## src/rtl/busmux_arbiter.sv

```systemverilog
// -----------------------------------------------------------------------------
// busmux_arbiter
//
// Round-robin arbiter that shares a single busmux slave port between NREQ bus
// masters. One requester is granted at a time; its we/addr/data are latched and
// presented to the slave with a one-cycle strobe. The arbiter then waits for the
// slave acknowledge and returns a one-cycle ack (plus read data) to the owner
// only. A hung slave is cut off after TIMEOUT wait cycles with an error ack.
//
// Ports
//   i_clk       clock, all logic on the rising edge
//   i_rst       synchronous active-high reset
//   i_req_stb   per-requester strobe, held until its ack
//   i_req_we    per-requester write enable
//   i_req_addr  requester k address at [8k+7:8k]
//   i_req_data  requester k write data at [DATAW*k +: DATAW]
//   o_req_ack   one-hot one-cycle completion pulse to the owner
//   o_req_err   one-cycle error pulse, coincident with o_req_ack on timeout
//   o_req_data  read data, valid while o_req_ack is high
//   o_grant     one-hot current owner, 0 when idle
//   o_busy      high whenever the arbiter is not idle
//   o_stb       one-cycle strobe to the slave
//   o_we        slave write enable
//   o_addr      slave address
//   o_data      slave write data
//   i_ack       slave acknowledge
//   i_data      slave read data
// -----------------------------------------------------------------------------
module busmux_arbiter #(
  parameter int NREQ    = 2,
  parameter int DATAW   = 8,
  parameter int TIMEOUT = 15
) (
  input  logic                  i_clk,
  input  logic                  i_rst,
  input  logic [NREQ-1:0]       i_req_stb,
  input  logic [NREQ-1:0]       i_req_we,
  input  logic [8*NREQ-1:0]     i_req_addr,
  input  logic [DATAW*NREQ-1:0] i_req_data,
  output logic [NREQ-1:0]       o_req_ack,
  output logic [NREQ-1:0]       o_req_err,
  output logic [DATAW-1:0]      o_req_data,
  output logic [NREQ-1:0]       o_grant,
  output logic                  o_busy,
  output logic                  o_stb,
  output logic                  o_we,
  output logic [7:0]            o_addr,
  output logic [DATAW-1:0]      o_data,
  input  logic                  i_ack,
  input  logic [DATAW-1:0]      i_data
);

  localparam int IW = (NREQ > 1) ? $clog2(NREQ) : 1;
  localparam int CW = (TIMEOUT > 0) ? $clog2(TIMEOUT + 1) : 1;

  typedef enum logic [1:0] {
    S_IDLE  = 2'd0,
    S_ISSUE = 2'd1,
    S_WAIT  = 2'd2,
    S_DONE  = 2'd3
  } state_t;

  state_t           state_reg, state_next;
  logic [IW-1:0]    last_reg, last_next;     // last owner; also the current owner while busy
  logic [CW-1:0]    cnt_reg, cnt_next;
  logic [NREQ-1:0]  grant_reg, grant_next;
  logic [NREQ-1:0]  ack_reg, ack_next;
  logic [NREQ-1:0]  err_reg, err_next;
  logic [DATAW-1:0] rdata_reg, rdata_next;
  logic             busy_reg, busy_next;
  logic             stb_reg, stb_next;
  logic             we_reg, we_next;
  logic [7:0]       addr_reg, addr_next;
  logic [DATAW-1:0] wdata_reg, wdata_next;

  // Per-requester views of the packed address/data buses.
  logic [7:0]       req_addr [NREQ];
  logic [DATAW-1:0] req_data [NREQ];

  for (genvar gi = 0; gi < NREQ; gi++) begin : g_unpack
    assign req_addr[gi] = i_req_addr[8*gi +: 8];
    assign req_data[gi] = i_req_data[DATAW*gi +: DATAW];
  end

  // Round-robin pick: scan last+1, last+2, ... (mod NREQ). The loop runs from
  // the farthest candidate to the nearest so the nearest requesting one wins.
  logic          pick_valid;
  logic [IW-1:0] pick_idx;
  logic [IW-1:0] scan_idx;

  always_comb begin
    pick_valid = 1'b0;
    pick_idx   = '0;
    scan_idx   = '0;
    for (int k = NREQ; k >= 1; k--) begin
      scan_idx = IW'((32'(last_reg) + 32'(k)) % NREQ);
      if (i_req_stb[scan_idx]) begin
        pick_valid = 1'b1;
        pick_idx   = scan_idx;
      end
    end
  end

  // Next-state and registered-output logic.
  always_comb begin
    state_next = state_reg;
    last_next  = last_reg;
    cnt_next   = cnt_reg;
    grant_next = grant_reg;
    ack_next   = '0;
    err_next   = '0;
    rdata_next = rdata_reg;
    stb_next   = 1'b0;
    we_next    = we_reg;
    addr_next  = addr_reg;
    wdata_next = wdata_reg;

    unique case (state_reg)
      S_IDLE: begin
        if (pick_valid) begin
          state_next = S_ISSUE;
          last_next  = pick_idx;
          grant_next = {{(NREQ-1){1'b0}}, 1'b1} << pick_idx;
          we_next    = i_req_we[pick_idx];
          addr_next  = req_addr[pick_idx];
          wdata_next = req_data[pick_idx];
          stb_next   = 1'b1;
        end
      end

      S_ISSUE: begin
        cnt_next = '0;
        if (i_ack) begin
          // A zero-latency slave completes straight from the strobe cycle.
          state_next = S_DONE;
          rdata_next = i_data;
          ack_next   = grant_reg;
        end else begin
          state_next = S_WAIT;
        end
      end

      S_WAIT: begin
        // The ack test comes first so a late ack on the last allowed cycle
        // still completes normally.
        if (i_ack) begin
          state_next = S_DONE;
          rdata_next = i_data;
          ack_next   = grant_reg;
        end else if (cnt_reg == CW'(TIMEOUT)) begin
          state_next = S_DONE;
          rdata_next = '0;
          ack_next   = grant_reg;
          err_next   = grant_reg;
        end else begin
          cnt_next = cnt_reg + CW'(1);
        end
      end

      S_DONE: begin
        state_next = S_IDLE;
        grant_next = '0;
      end

      default: begin
        state_next = S_IDLE;
        grant_next = '0;
      end
    endcase

    busy_next = (state_next != S_IDLE);
  end

  always_ff @(posedge i_clk) begin
    if (i_rst) begin
      state_reg <= S_IDLE;
      last_reg  <= IW'(NREQ - 1);
      cnt_reg   <= '0;
      grant_reg <= '0;
      ack_reg   <= '0;
      err_reg   <= '0;
      rdata_reg <= '0;
      busy_reg  <= 1'b0;
      stb_reg   <= 1'b0;
      we_reg    <= 1'b0;
      addr_reg  <= '0;
      wdata_reg <= '0;
    end else begin
      state_reg <= state_next;
      last_reg  <= last_next;
      cnt_reg   <= cnt_next;
      grant_reg <= grant_next;
      ack_reg   <= ack_next;
      err_reg   <= err_next;
      rdata_reg <= rdata_next;
      busy_reg  <= busy_next;
      stb_reg   <= stb_next;
      we_reg    <= we_next;
      addr_reg  <= addr_next;
      wdata_reg <= wdata_next;
    end
  end

  assign o_req_ack  = ack_reg;
  assign o_req_err  = err_reg;
  assign o_req_data = rdata_reg;
  assign o_grant    = grant_reg;
  assign o_busy     = busy_reg;
  assign o_stb      = stb_reg;
  assign o_we       = we_reg;
  assign o_addr     = addr_reg;
  assign o_data     = wdata_reg;

endmodule

```

## config.mk

```make
export PLATFORM = sky130hd
export DESIGN_NAME = busmux_arbiter
export DESIGN_NICKNAME = d
export VERILOG_FILES = /design/src/rtl/busmux_arbiter.sv
export SDC_FILE = /design/constraint.sdc
export NUM_CORES = 1
export LEC_CHECK = 0
export CORE_UTILIZATION = 44
export DETAILED_ROUTE_END_ITERATION = 10
export PLACE_DENSITY = 0.85
export SLEW_MARGIN = 0
export SYNTH_ARGS = -nofsm -noshare
export SYNTH_HDL_FRONTEND = slang
export SYNTH_SLANG_ARGS = --single-unit
```

## constraint.sdc

```tcl
create_clock -name i_clk -period 2.3 [get_ports i_clk]
set_clock_uncertainty 0.1 [all_clocks]
set_input_delay 0.23 -clock i_clk [delete_from_list [all_inputs] [get_ports i_clk]]
set_output_delay 0.23 -clock i_clk [all_outputs]
set_load 0.03 [all_outputs]
```

# Yosys cells after proc, flatten, opt, wreduce, memory -nomap -nowiden
# Index checks and enable logic that the tools add are counted.
[word_totals]
ram_bits = 0
romBits = 0
latchBits = 0
mem_count = 0
inputBits = 47
ff_bits = 40
word_cells = 77
[classes]
bitwise_logic = 3
eq_ne = 9
shift = 1
div_mod_pow = 0
add_sub_neg = 3
n_reduce_logical = 10
magnitude_cmp = 4
n_mux = 35
n_mul = 0
[ops]
columns = ["operator", "count"]
rows = [
  ["$mux 8", 9],
  ["$pmux 8 s2", 1],
  ["$mux 2", 7],
  ["$mux 1", 12],
  ["$mux 4", 2],
  ["$ne 2x2->1 const B", 4],
  ["$pmux 2 s2", 2],
  ["$pmux 2 s4", 1],
  ["$pmux 4 s2", 1],
  ["$lt 1x2->1 const B", 3],
  ["$reduce_and 3->1", 2],
  ["$reduce_bool 2->1", 3],
  ["$add 4x1->4 const B", 1],
  ["$eq 2x2->1 const B", 2],
  ["$eq 4x4->1 const B", 1],
  ["$reduce_and 2->1", 2],
  ["$ne 3x3->1 const B", 1],
  ["$reduce_or 3->1", 1],
  ["$add 1x1->1 const B", 2],
  ["$eq 2x1->1 const B", 1],
  ["$ge 2x2->1 const B", 1],
  ["$logic_not 2->1", 1],
  ["$not 1->1", 2],
  ["$not 1->2", 1],
  ["2 further kinds", 2],
]

# Logic depth before layout (Yosys ltp)
# Gate-level depths: netlist of the first run.
[logic_depth]
word_depth = 9
depth_mapped = 8
depth_no_buf = 5

# Worst setup path before layout of the first run
# Ideal clock, no wire load.
[synth_path]
path_type = "flip-flop to flip-flop"
startpoint = "register state_reg[0]"
endpoint = "register busy_reg, in the netlist o_busy"
required_time_ns = 2.105
path_stages_with_launch = 6
setup_ns = 0.095
arrival_ns = 1.362
setup_slack_ns = 0.743
synth_period_minus_slack_ns = 1.557
path_cell_list = "dfxtp_1 -> inv_1 -> ha_1 -> buf_2 -> or4_1 -> o311ai_1"
[synth_via]
elab_chain_cells = 4
word_cells_on_any_way = 9
classes_between = "3 x eq/ne; 4 x mux; 2 x reduce/logical"
[synth_rtl]
columns = ["element", "line", "source"]
rows = [
  ["start: declaration", "63", "state_t state_reg, state_next;"],
  ["start signal: assignment", "189", "state_reg <= state_next;"],
  ["$mux 2", "150", "end else if (cnt_reg == CW'(TIMEOUT)) begin"],
  ["$mux 2", "146", "if (i_ack) begin"],
  ["$pmux 2 s4 (*)", "118", "unique case (state_reg)"],
  ["$reduce_bool 2->1 (*)", "171", "busy_next = (state_next != S_IDLE);"],
  ["end signal: assignment", "196", "busy_reg <= busy_next;"],
  ["end: declaration", "70", "logic busy_reg, busy_next;"],
]
# Mark *: on every way between the ends. The rest lies on a longest branch, timed or not.
# A chain may end at the register's enable or synchronous reset.

# Worst setup path after layout of the first run
[layout_path]
startpoint = "register state_reg[0]"
endpoint = "register wdata_reg[1], in the netlist o_data[1]"
[layout_via]
elab_chain_cells = 2
[layout_rtl]
columns = ["element", "line", "source"]
rows = [
  ["$logic_not 2->1", "118", ""],
  ["$reduce_and 2->1 (no source line)", "n/a", ""],
  ["end signal: assignment", "200", "wdata_reg <= wdata_next;"],
  ["end: declaration", "74", "logic [DATAW-1:0] wdata_reg, wdata_next;"],
]
# No other way between the ends.

==> reports/qor.yml, run 1 <==
met3_usage_pct: 6.43
core-area_sq_um: 3690
syn-num-nets: 244
die_width_um: 64.2
ys_seq_area_share_pct: 47.1
power.switching_w: 0.000749
num_antenna_cells: 0
grt_pass1_wl_um: 7230
synth_top_area_share_pct: 47.1
gr-usage-met1_pct: 26.4
avgSynthCellArea_sq_um: 8.86
insertion_delay_ns: 0.29
critPathLaunchType: "flop"
synth_seq_cells: 40
peakVddDrop_mv: 0.456
placed_area_sq_um: 2510
h-tree-depth: 2
dr.first_iter.drc_count: 59
final_cell_area_sq_um: 2630
vias: 1696
finalNonFillerCells: 316
grt_antenna_before_repair: 0
synth_edf_count: 0
pre_cts_ws_ns: 0.292
p_leak_nw: 0.997
dieArea_sq_um: 4120
cap_violations: 0
yosys_warnings: 0
finalSetupViolations: 0
place_inst: 308
path_max_fanout: 22
multi_input_area_sq_um: 820
cts.sinks: 40
numCtsBuffers: 5
crit_path_end_kind: "flop"
post_cts_resized: 0
ioPinCount: 80
netSwitchingFraction_pct: 33.7
grt_pass1_vias: 1696
synth.most_common_cell: "dfxtp_1"
p_per_area_nw_per_um2: 845
hold_buffers: 0
required_ns: 2.41
fin_nets: 319
final-max-slew-violation-count: 0
vias_per_cell: 5.37
layout-drive-gt1-share_pct: 5.22
tightest_slew_ns: 0.562
clkSlewWorstSetupHoldPaths_ns: 0.08
hold_depth: 2
ys_types: 36
worstSetupPathType: "flop to flop"
place_hpwl_um: 3120
clkPwrFrac_pct: 25.9
p_int_w: 0.00147
busiest_layer: "met2"
path_cells: "inv_1 > ha_1 > o21a_1 > buf_12 > o21ai_1 > a31oi_1"
worst_slack_ns: 0.248
postCtsSetupRepairBufs: 0
path_buf_inv: 2
p_comb_share_pct: 35.6
cp_slowest_stage_delay_ns: 0.55
fin_setup_tns_ns: 0
seq_power_share_pct: 38.5
drc: 0
synth_area_leaders: "dfxtp_1 47%, nand2_1 7.7%, a31oi_1 6.3%"
period_share_pct: 89.2
max_freq_mhz: 487
tritoncts: "done"
min_path_type: "flop to flop"
cp_num_cells: 6
gp_congestion: 0.803
syn_inst: 192
dieHeight_um: 64.2
initial_core_util_pct: 46.1
worst-r2r-cell-count: 6
syn2layout_area_growth_pct: 54.6
crit_family: "compound AO/OA/AOI/OAI gates"
worstPathArrival_ns: 2.16
rsz0062_at_grt: "false"
syn_area_sq_um: 1700
row_count: 22
wl_um: 4290
regArea_sq_um: 801
grt_max_degree: 31
cts.path.max_buffers: 2
synth_top_flop_cell: "dfxtp_1"
portBuffers: 79
synth_area_leader_cell: "dfxtp_1"
grtUsageTotal_pct: 22.6
wl_per_cell_um: 13.6
yosys-top-cells-count: "40 x dfxtp_1, 35 x nand2_1, 20 x o21ai_1"
period_minus_slack_ns: 2.05
dr.pass1.iters: 4
crit_slowest_cell: "o21a_1"
async_flop_share_pct: 0
slew_headroom_pct: 62.5
cts-root-buf: "clkbuf_8"
nFillCells: 296
finalHoldViolations: 0
grt_use_met2_pct: 37.9
hold_ws_ns: 0.395
grt_overflow: 0
status: "finished, final reports clean"
ant_nets: 0
[worst min-delay path: stages (launching register included)]
cell and delay, ns:
dfxtp_1 0.33, nand3_1 0.07, a21oi_1 0.05
[path summary, 6_finish.rpt]
| path | slack [ns] | startpoint | end |
|---|---|---|---|
| hold / removal | 0.40 | o_grant[0] | o_grant[0] |
| setup reg to reg | 0.25 | state_reg[0] | o_data[1] |
| hold reg to reg | 0.40 | o_grant[0] | o_grant[0] |
| setup / recovery | 0.25 | state_reg[0] | o_data[1] |
[power groups by stage]
stage                     Sequential, W  Clock [W]  Combinational [W]
after floorplan                 0.00105          0           0.000278
after global placement         0.000867          0           0.000774
after detailed placement       0.000869          0           0.000789
after CTS                      0.000857   0.000588           0.000791
after global routing           0.000870   0.000625           0.000844
final                          0.000856   0.000575           0.000791
[cell families after synthesis]
family          count (synthesis)  share of synthesized area (%)
mux                             1                          0.588
buf+inv                        17                           4.78
fa+ha+maj                       5                           3.68
flops                          40                           47.1
simple gates                   66                           18.8
compound gates                 63                           25.1
[stage by stage]
| stage | util, % | power [W] |
|---|---|---|
| 3_3_place_gp | 68.1 | 0.00164 |
| 3_5_place_dp | 68.1 | 0.00166 |
| 5_1_grt | 71.3 | 0.00234 |
| 2_1_floorplan | - | 0.00132 |
| 6_report | 71.3 | 0.00222 |
| 4_1_cts | 71.3 | 0.00224 |
[layout make-up]
cell class / count / share of cell area [%]
clock buffers: 5 / 2.62
multi-input cells: 135 / 31.2
flip-flops and latches: 40 / 30.4
clock inverters: 3 / 1.81
well taps: 48 / 2.28
repair buffers: 81 / 31.1
inverters: 4 / 0.571
[per-layer routing]
| layer | part of all wire [%] | vias to the layer above |
|---|---|---|
| li1 | - | 853 |
| met4 | 2.2 | 0 |
| met3 | 6.3 | 9 |
| met5 | 0 | - |
| met2 | 48 | 62 |
| met1 | 43 | 772 |
[layout by cell type (no fill, tap or decap), types with 2 or more instances in the layout]
master | synthesis | routed
clkinv_4 | 0 | 2
nor2_1 | 2 | 2
and3_1 | 2 | 2
clkbuf_8 | 0 | 5
a32o_1 | 8 | 8
o21a_1 | 3 | 3
o21ai_1 | 20 | 20
or3_1 | 4 | 4
clkdlybuf4s50_1 | 0 | 79
inv_1 | 3 | 3
o211ai_1 | 2 | 2
nor2b_1 | 3 | 3
dfxtp_1 | 40 | 40
and4_1 | 2 | 2
a31oi_1 | 17 | 17
nor3_1 | 3 | 3
nand2b_1 | 2 | 2
a21oi_1 | 5 | 5
ha_1 | 5 | 5
and2_1 | 2 | 2
nand2_1 | 35 | 35
nand3_1 | 7 | 7
Power figures use the tool's default switching activity.
==> inputs of run 2 (changes only) <==
--- a/config.mk
+++ b/config.mk
@@ -8,6 +8,7 @@
 export CORE_UTILIZATION = 44
 export DETAILED_ROUTE_END_ITERATION = 10
 export PLACE_DENSITY = 0.85
+export SETUP_SLACK_MARGIN = 0.5
 export SLEW_MARGIN = 0
 export SYNTH_ARGS = -nofsm -noshare
 export SYNTH_HDL_FRONTEND = slang
==> run 2 against run 1 <==
Net effect:
- critical endpoint is now o_grant[1]
- routed wire length down 0.42%
- worst setup slack better by 0.37 ns
- flip-flop and latch count unchanged
- sequential power about the same
- worst hold slack about the same
- largest power group unchanged
==> reports/qor.yml, run 2 (synthesis gave the netlist of run 1 again) <==
p_per_area_nw_per_um2: 844  # about the same
required_ns: 1.97  # -0.44 ns
layout_common_cells: "79 x clkdlybuf4s50_1, 40 x dfxtp_1, 35 x nand2_1, 20 x o21ai_1, 17 x a31oi_1"
finalHoldViolations: 0  # unchanged
top_layer_used: "met4"
layout-drive-gt1-share_pct: 6.72  # +1.5 points
grt_pass1_vias: 1694  # -0.12%
tritoncts: "done"
r2r-end: "o_data[1]"
dieArea_sq_um: 4120  # unchanged
cts.path.max_buffers: 2  # unchanged
fin_setup_tns_ns: 0  # unchanged
portBuffers: 79  # unchanged
path_buf_inv: 1  # -1
num_antenna_cells: 0  # unchanged
numCtsBuffers: 5  # unchanged
drc: 0  # unchanged
grt_antenna_before_repair: 0  # unchanged
worstPathArrival_ns: 1.35  # -0.81 ns
cp_slowest_stage_delay_ns: 0.69  # +0.14 ns
place_hpwl_um: 3120  # unchanged
path_cells: "clkdlybuf4s50_1"
clkSlewWorstSetupHoldPaths_ns: 0.07  # about the same
fin_util_pct: 71.7  # +0.37 points
finalNonFillerCells: 316  # unchanged
p_leak_nw: 0.995  # -0.15%
finalSetupViolations: 0  # unchanged
period_minus_slack_ns: 1.68  # -0.368 ns
place_inst: 308  # unchanged
crit_family: "buffers and inverters"
crit_path_end_kind: "primary output"
cp_num_cells: 1  # -5
r2r_start: "state_reg[0]"
postCtsSetupRepairBufs: 0  # unchanged
dieHeight_um: 64.2  # unchanged
dr.pass1.iters: 4  # unchanged
tightest_slew_ns: 0.492  # -0.0701 ns
period_share_pct: 73.2  # -16 points
grt_max_degree: 31  # unchanged
startpoint: "o_grant[1]"
met3_wirelength_um: 276  # +1.5%
status: "finished, final reports clean"
dr.first_iter.drc_count: 71  # +20%
worstSetupPathType: "flop to primary output"
cts.sinks: 40  # unchanged
ioPinCount: 80  # unchanged
peakVddDrop_mv: 0.457  # +0.15%
max_freq_mhz: 594  # +22%
die_width_um: 64.2  # unchanged
vias: 1709  # +0.77%
rsz0062_at_grt: "false"
min_path_type: "flop to flop"
ant_nets: 0  # unchanged
wl_per_cell_um: 13.5  # -0.42%
fin_nets: 319  # unchanged
insertion_delay_ns: 0.29  # about the same
row_count: 22  # unchanged
wl_met2_um: 2080  # +0.58%
h-tree-depth: 2  # unchanged
worst-r2r-cell-count: 6  # unchanged
r2r_slack_ns: 0.62  # +0.37 ns
final-max-slew-violation-count: 0  # unchanged
wl_met1_um: 1830  # -1.8%
endpoint: "o_grant[1]"
grtUsageTotal_pct: 22.6  # unchanged
cap_violations: 0  # unchanged
gp_congestion: 0.803  # unchanged
cts-root-buf: "clkbuf_8"
vias_per_cell: 5.41  # +0.77%
syn2layout_area_growth_pct: 55.4
grt_overflow: 0  # unchanged
wl_um: 4270  # -0.42%
crit_slowest_cell: "clkdlybuf4s50_1"
layout_commonest_cell: "clkdlybuf4s50_1"
path_max_fanout: 4  # -82%
grt_pass1_wl_um: 7250  # +0.19%
core-area_sq_um: 3690  # unchanged
slew_headroom_pct: 67.2  # +4.7 points
critPathLaunchType: "flop"
initial_core_util_pct: 46.1  # unchanged
## run 2: changes by cell type in the layout (fill, tap and decap cells not counted)
cell,before,now
and3_1,2,1
and3_2,0,1
ha_1,5,3
ha_2,0,2
o21a_1,3,2
o21a_4,0,1
## run 2: worst min-delay path by stage
| stage | start | end | cells past startpoint |
|---|---|---|---|
| final | o_grant[0] | o_grant[0] | 2 |
| after global routing | i_req_data[11] | o_data[3] | 3 |
| after global placement | o_req_data[3] | o_req_data[3] | 1 |
| after floorplan | i_data[0] | o_req_data[0] | 1 |
| after CTS | i_req_data[11] | o_data[3] | 3 |
| after detailed placement | o_req_data[1] | o_req_data[1] | 1 |
## run 2: timing repair
item	CTS	global route
hold buffers	0	0
endpoints found under the hold margin	0	0
setup endpoints to repair	12	22
gates resized for setup	2	3
pin swaps	0	0
## run 2: area by class of cell
cell class,count,area (sq um)
Timing Repair Buffer,81,818
Fill cell,293,1040
Multi-Input combinational cell,135,833
Inverter,4,15.0
Clock buffer,5,68.8
Tap cell,48,60.1
Clock inverter,3,47.5
Sequential cell,40,801
## run 2: where the power goes
| group | total (W) | internal, W | switching [W] |
|---|---|---|---|
| Sequential | 0.000857 | 0.000796 | 0.0000611 |
| Combinational | 0.000800 | 0.000360 | 0.000441 |
| Clock | 0.000575 | 0.000327 | 0.000248 |
## run 2: through the flow
step | total power, W | instance area (sq um) | worst slack (ns) | hold WS [ns]
finish | 0.00223 | 2640 | 0.615 | 0.395
global route | 0.00235 | 2640 | 0.505 | 0.386
CTS | 0.00224 | 2640 | 0.558 | 0.386
detailed placement | 0.00166 | 2510 | 0.292 | 0.388
global placement | 0.00164 | 2510 | 0.417 | 0.375
floorplan | 0.00132 | 1700 | 0.743 | 0.256
## run 2: layer usage
metal / vias to the layer above / global-route usage (%)
met2: 63 / 37.8
met4: 0 / 10.6
met3: 9 / 6.43
met1: 784 / 26.5
met5: - / 0
li1: 853 / -
==> inputs of run 3 (changes only) <==
--- a/config.mk
+++ b/config.mk
@@ -5,9 +5,9 @@
 export SDC_FILE = /design/constraint.sdc
 export NUM_CORES = 1
 export LEC_CHECK = 0
-export CORE_UTILIZATION = 44
+export CORE_UTILIZATION = 37
 export DETAILED_ROUTE_END_ITERATION = 10
-export PLACE_DENSITY = 0.85
+export PLACE_DENSITY = 0.76
 export SETUP_SLACK_MARGIN = 0.5
 export SLEW_MARGIN = 0
 export SYNTH_ARGS = -nofsm -noshare
==> constraint.sdc (replaced) <==
create_clock -name i_clk -period 1.4 [get_ports i_clk]
set_clock_uncertainty 0.1 [all_clocks]
set_input_delay 0.14 -clock i_clk [delete_from_list [all_inputs] [get_ports i_clk]]
set_output_delay 0.14 -clock i_clk [all_outputs]
set_load 0.03 [all_outputs]
==> run 3 against run 2 <==
Net effect:
- the flow now finishes with violations (setup timing)
- non-clock buffer count increased by 47
- flip-flop and latch count unchanged
- routed wire length increased by 43%
- cell count increased by 16%
- critical path depth increased by 5
- count of clock-buffer cells in the layout unchanged
- first-iteration DRC count increased by 44%
- worst setup slack got worse by 0.77 ns
- die area increased by 18%
- global-route usage increased by 0.17 points
- combinational power increased to 2.6 times the previous value
- total power increased by 100%
- critical endpoint is now o_busy
==> reports/qor.yml, run 3 (synthesis gave the netlist of run 1 again) <==
finalSetupViolations: 34  # +34
dr.pass1.iters: 4  # unchanged
period_share_pct: 111
hold_depth: 3  # +1
slew_headroom_pct: 77.4  # +10 points
grt_pass1_vias: 1906  # +13%
status: "complete, but fails checks"
num_antenna_cells: 0  # unchanged
h-tree-depth: 2  # unchanged
wl_per_cell_um: 16.6  # +23%
ant_nets: 0  # unchanged
gr-usage-met1_pct: 26.2  # -0.38 points
peakVddDrop_mv: 0.949  # +110%
layout_commonest_cell: "clkdlybuf4s50_1"
insertion_delay_ns: 0.29  # about the same
required_ns: 1.47  # -0.50 ns
dieHeight_um: 69.8  # +8.8%
fin_nets: 366  # +15%
rsz0062_at_grt: "true"
grt_max_degree: 19  # -39%
layout_common_cells: "46 x clkdlybuf4s50_1, 39 x buf_6, 36 x buf_4, 35 x nand2_1, 34 x dfxtp_2"
cts-root-buf: "clkbuf_8"
syn2layout_area_growth_pct: 106
worst_slack_ns: -0.156  # -0.771 ns
die_width_um: 69.8  # +8.8%
numCtsBuffers: 5  # unchanged
vias_per_cell: 5.27  # -2.5%
grtUsageTotal_pct: 22.8  # +0.17 points
p_leak_nw: 1.42  # +43%
grt_overflow: 0  # unchanged
crit_path_end_kind: "flop"
worst-r2r-cell-count: 6  # unchanged
cap_violations: 0  # unchanged
worstPathArrival_ns: 1.62  # +0.27 ns
grt_pass1_wl_um: 8910  # +23%
critPathLaunchType: "flop"
finalHoldViolations: 0  # unchanged
fin_util_pct: 79.9  # +8.2 points
initial_core_util_pct: 38.8  # -7.3 points
path_max_fanout: 7  # +3
violations: "setup timing"
final-max-slew-violation-count: 0  # unchanged
p_per_area_nw_per_um2: 1300  # +54%
min_path_type: "input port to flop"
period_minus_slack_ns: 1.56
grt_antenna_before_repair: 0  # unchanged
max_freq_mhz: 643
gp_congestion: 0.785  # -2.2%
dieArea_sq_um: 4870  # +18%
clkSlewWorstSetupHoldPaths_ns: 0.09  # +0.02 ns
tightest_slew_ns: 0.338  # -0.155 ns
place_inst: 339  # +10%
busiest_layer: "met2"
portBuffers: 79  # unchanged
worstSetupPathType: "flop to flop"
tritoncts: "done"
wl_um: 6100  # +43%
hold_ws_ns: 0.294  # -0.101 ns
finalNonFillerCells: 367  # +16%
core-area_sq_um: 4380  # +19%
grt_use_met2_pct: 39.7  # +2.0 points
row_count: 24  # +9.1%
met3_usage_pct: 7.70  # +1.3 points
cts.path.max_buffers: 2  # unchanged
drc: 0  # unchanged
place_hpwl_um: 3300  # +5.6%
ioPinCount: 80  # unchanged
layout-drive-gt1-share_pct: 57.5  # +51 points
cts.sinks: 40  # unchanged
dr.first_iter.drc_count: 102  # +44%
vias: 1935  # +13%
[run 3: cell count changes in the layout (fill, tap and decap cells not counted), sizes merged]
cell           change
clkinvlp           +1
clkinv             -2
clkbuf             +1
clkdlybuf4s50     -33
buf               +79
inv                +1
[run 3: final cells by class]
cell class | count | area (sq um)
tap | 52 | 65.1
fill | 253 | 881
inverter | 4 | 20.0
multi-input combinational | 135 | 1120
clock buffer | 5 | 68.8
timing repair buffer | 128 | 1330
clock inverter | 3 | 46.3
sequential | 40 | 851
[run 3: routing by layer]
| metal | part of all wire [%] | vias to the layer above |
|---|---|---|
| met2 | 55 | 63 |
| met5 | 0 | - |
| li1 | - | 951 |
| met4 | 1.2 | 0 |
| met1 | 39 | 915 |
| met3 | 5.2 | 6 |
[run 3: worst max-delay path, cell delays in order (launching register included)]
cell and delay (ns):
dfxtp_4 0.40, inv_4 0.06, ha_4 0.20, o21a_4 0.18
buf_6 0.15, o21ai_2 0.20, o311ai_4 0.13
[run 3: where the power goes]
group | internal [W] | switching (W)
clock | 0.000537 | 0.000443
combinational | 0.00110 | 0.000991
sequential | 0.00134 | 0.000150
total | 0.00298 | 0.00158
[run 3: stage by stage]
stage	cell area [sq um]	total power [W]	setup slack (ns)	setup TNS [ns]
floorplan	1800	0.00226	-0.0602	-0.139
global placement	2830	0.00290	-0.206	-3.95
detailed placement	2830	0.00292	-0.221	-4.55
CTS	3260	0.00426	-0.0738	-0.589
global route	3500	0.00477	-0.224	-3.90
finish	3500	0.00456	-0.156	-1.98
[run 3: worst paths after layout]
check,slack [ns],end,start
worst max-delay path,-0.16,o_busy,state_reg[1]
worst min register to register,0.41,o_req_data[3],o_req_data[3]
worst min-delay path,0.29,o_data[7],i_req_data[15]
worst max register to register,-0.16,o_busy,state_reg[1]
[run 3: timing repair]
item	CTS	global route
pin swaps	13	5
setup endpoints to repair	73	73
setup buffers	6	11
cloned	2	1
gates resized for setup	298	29
hold buffers	0	0
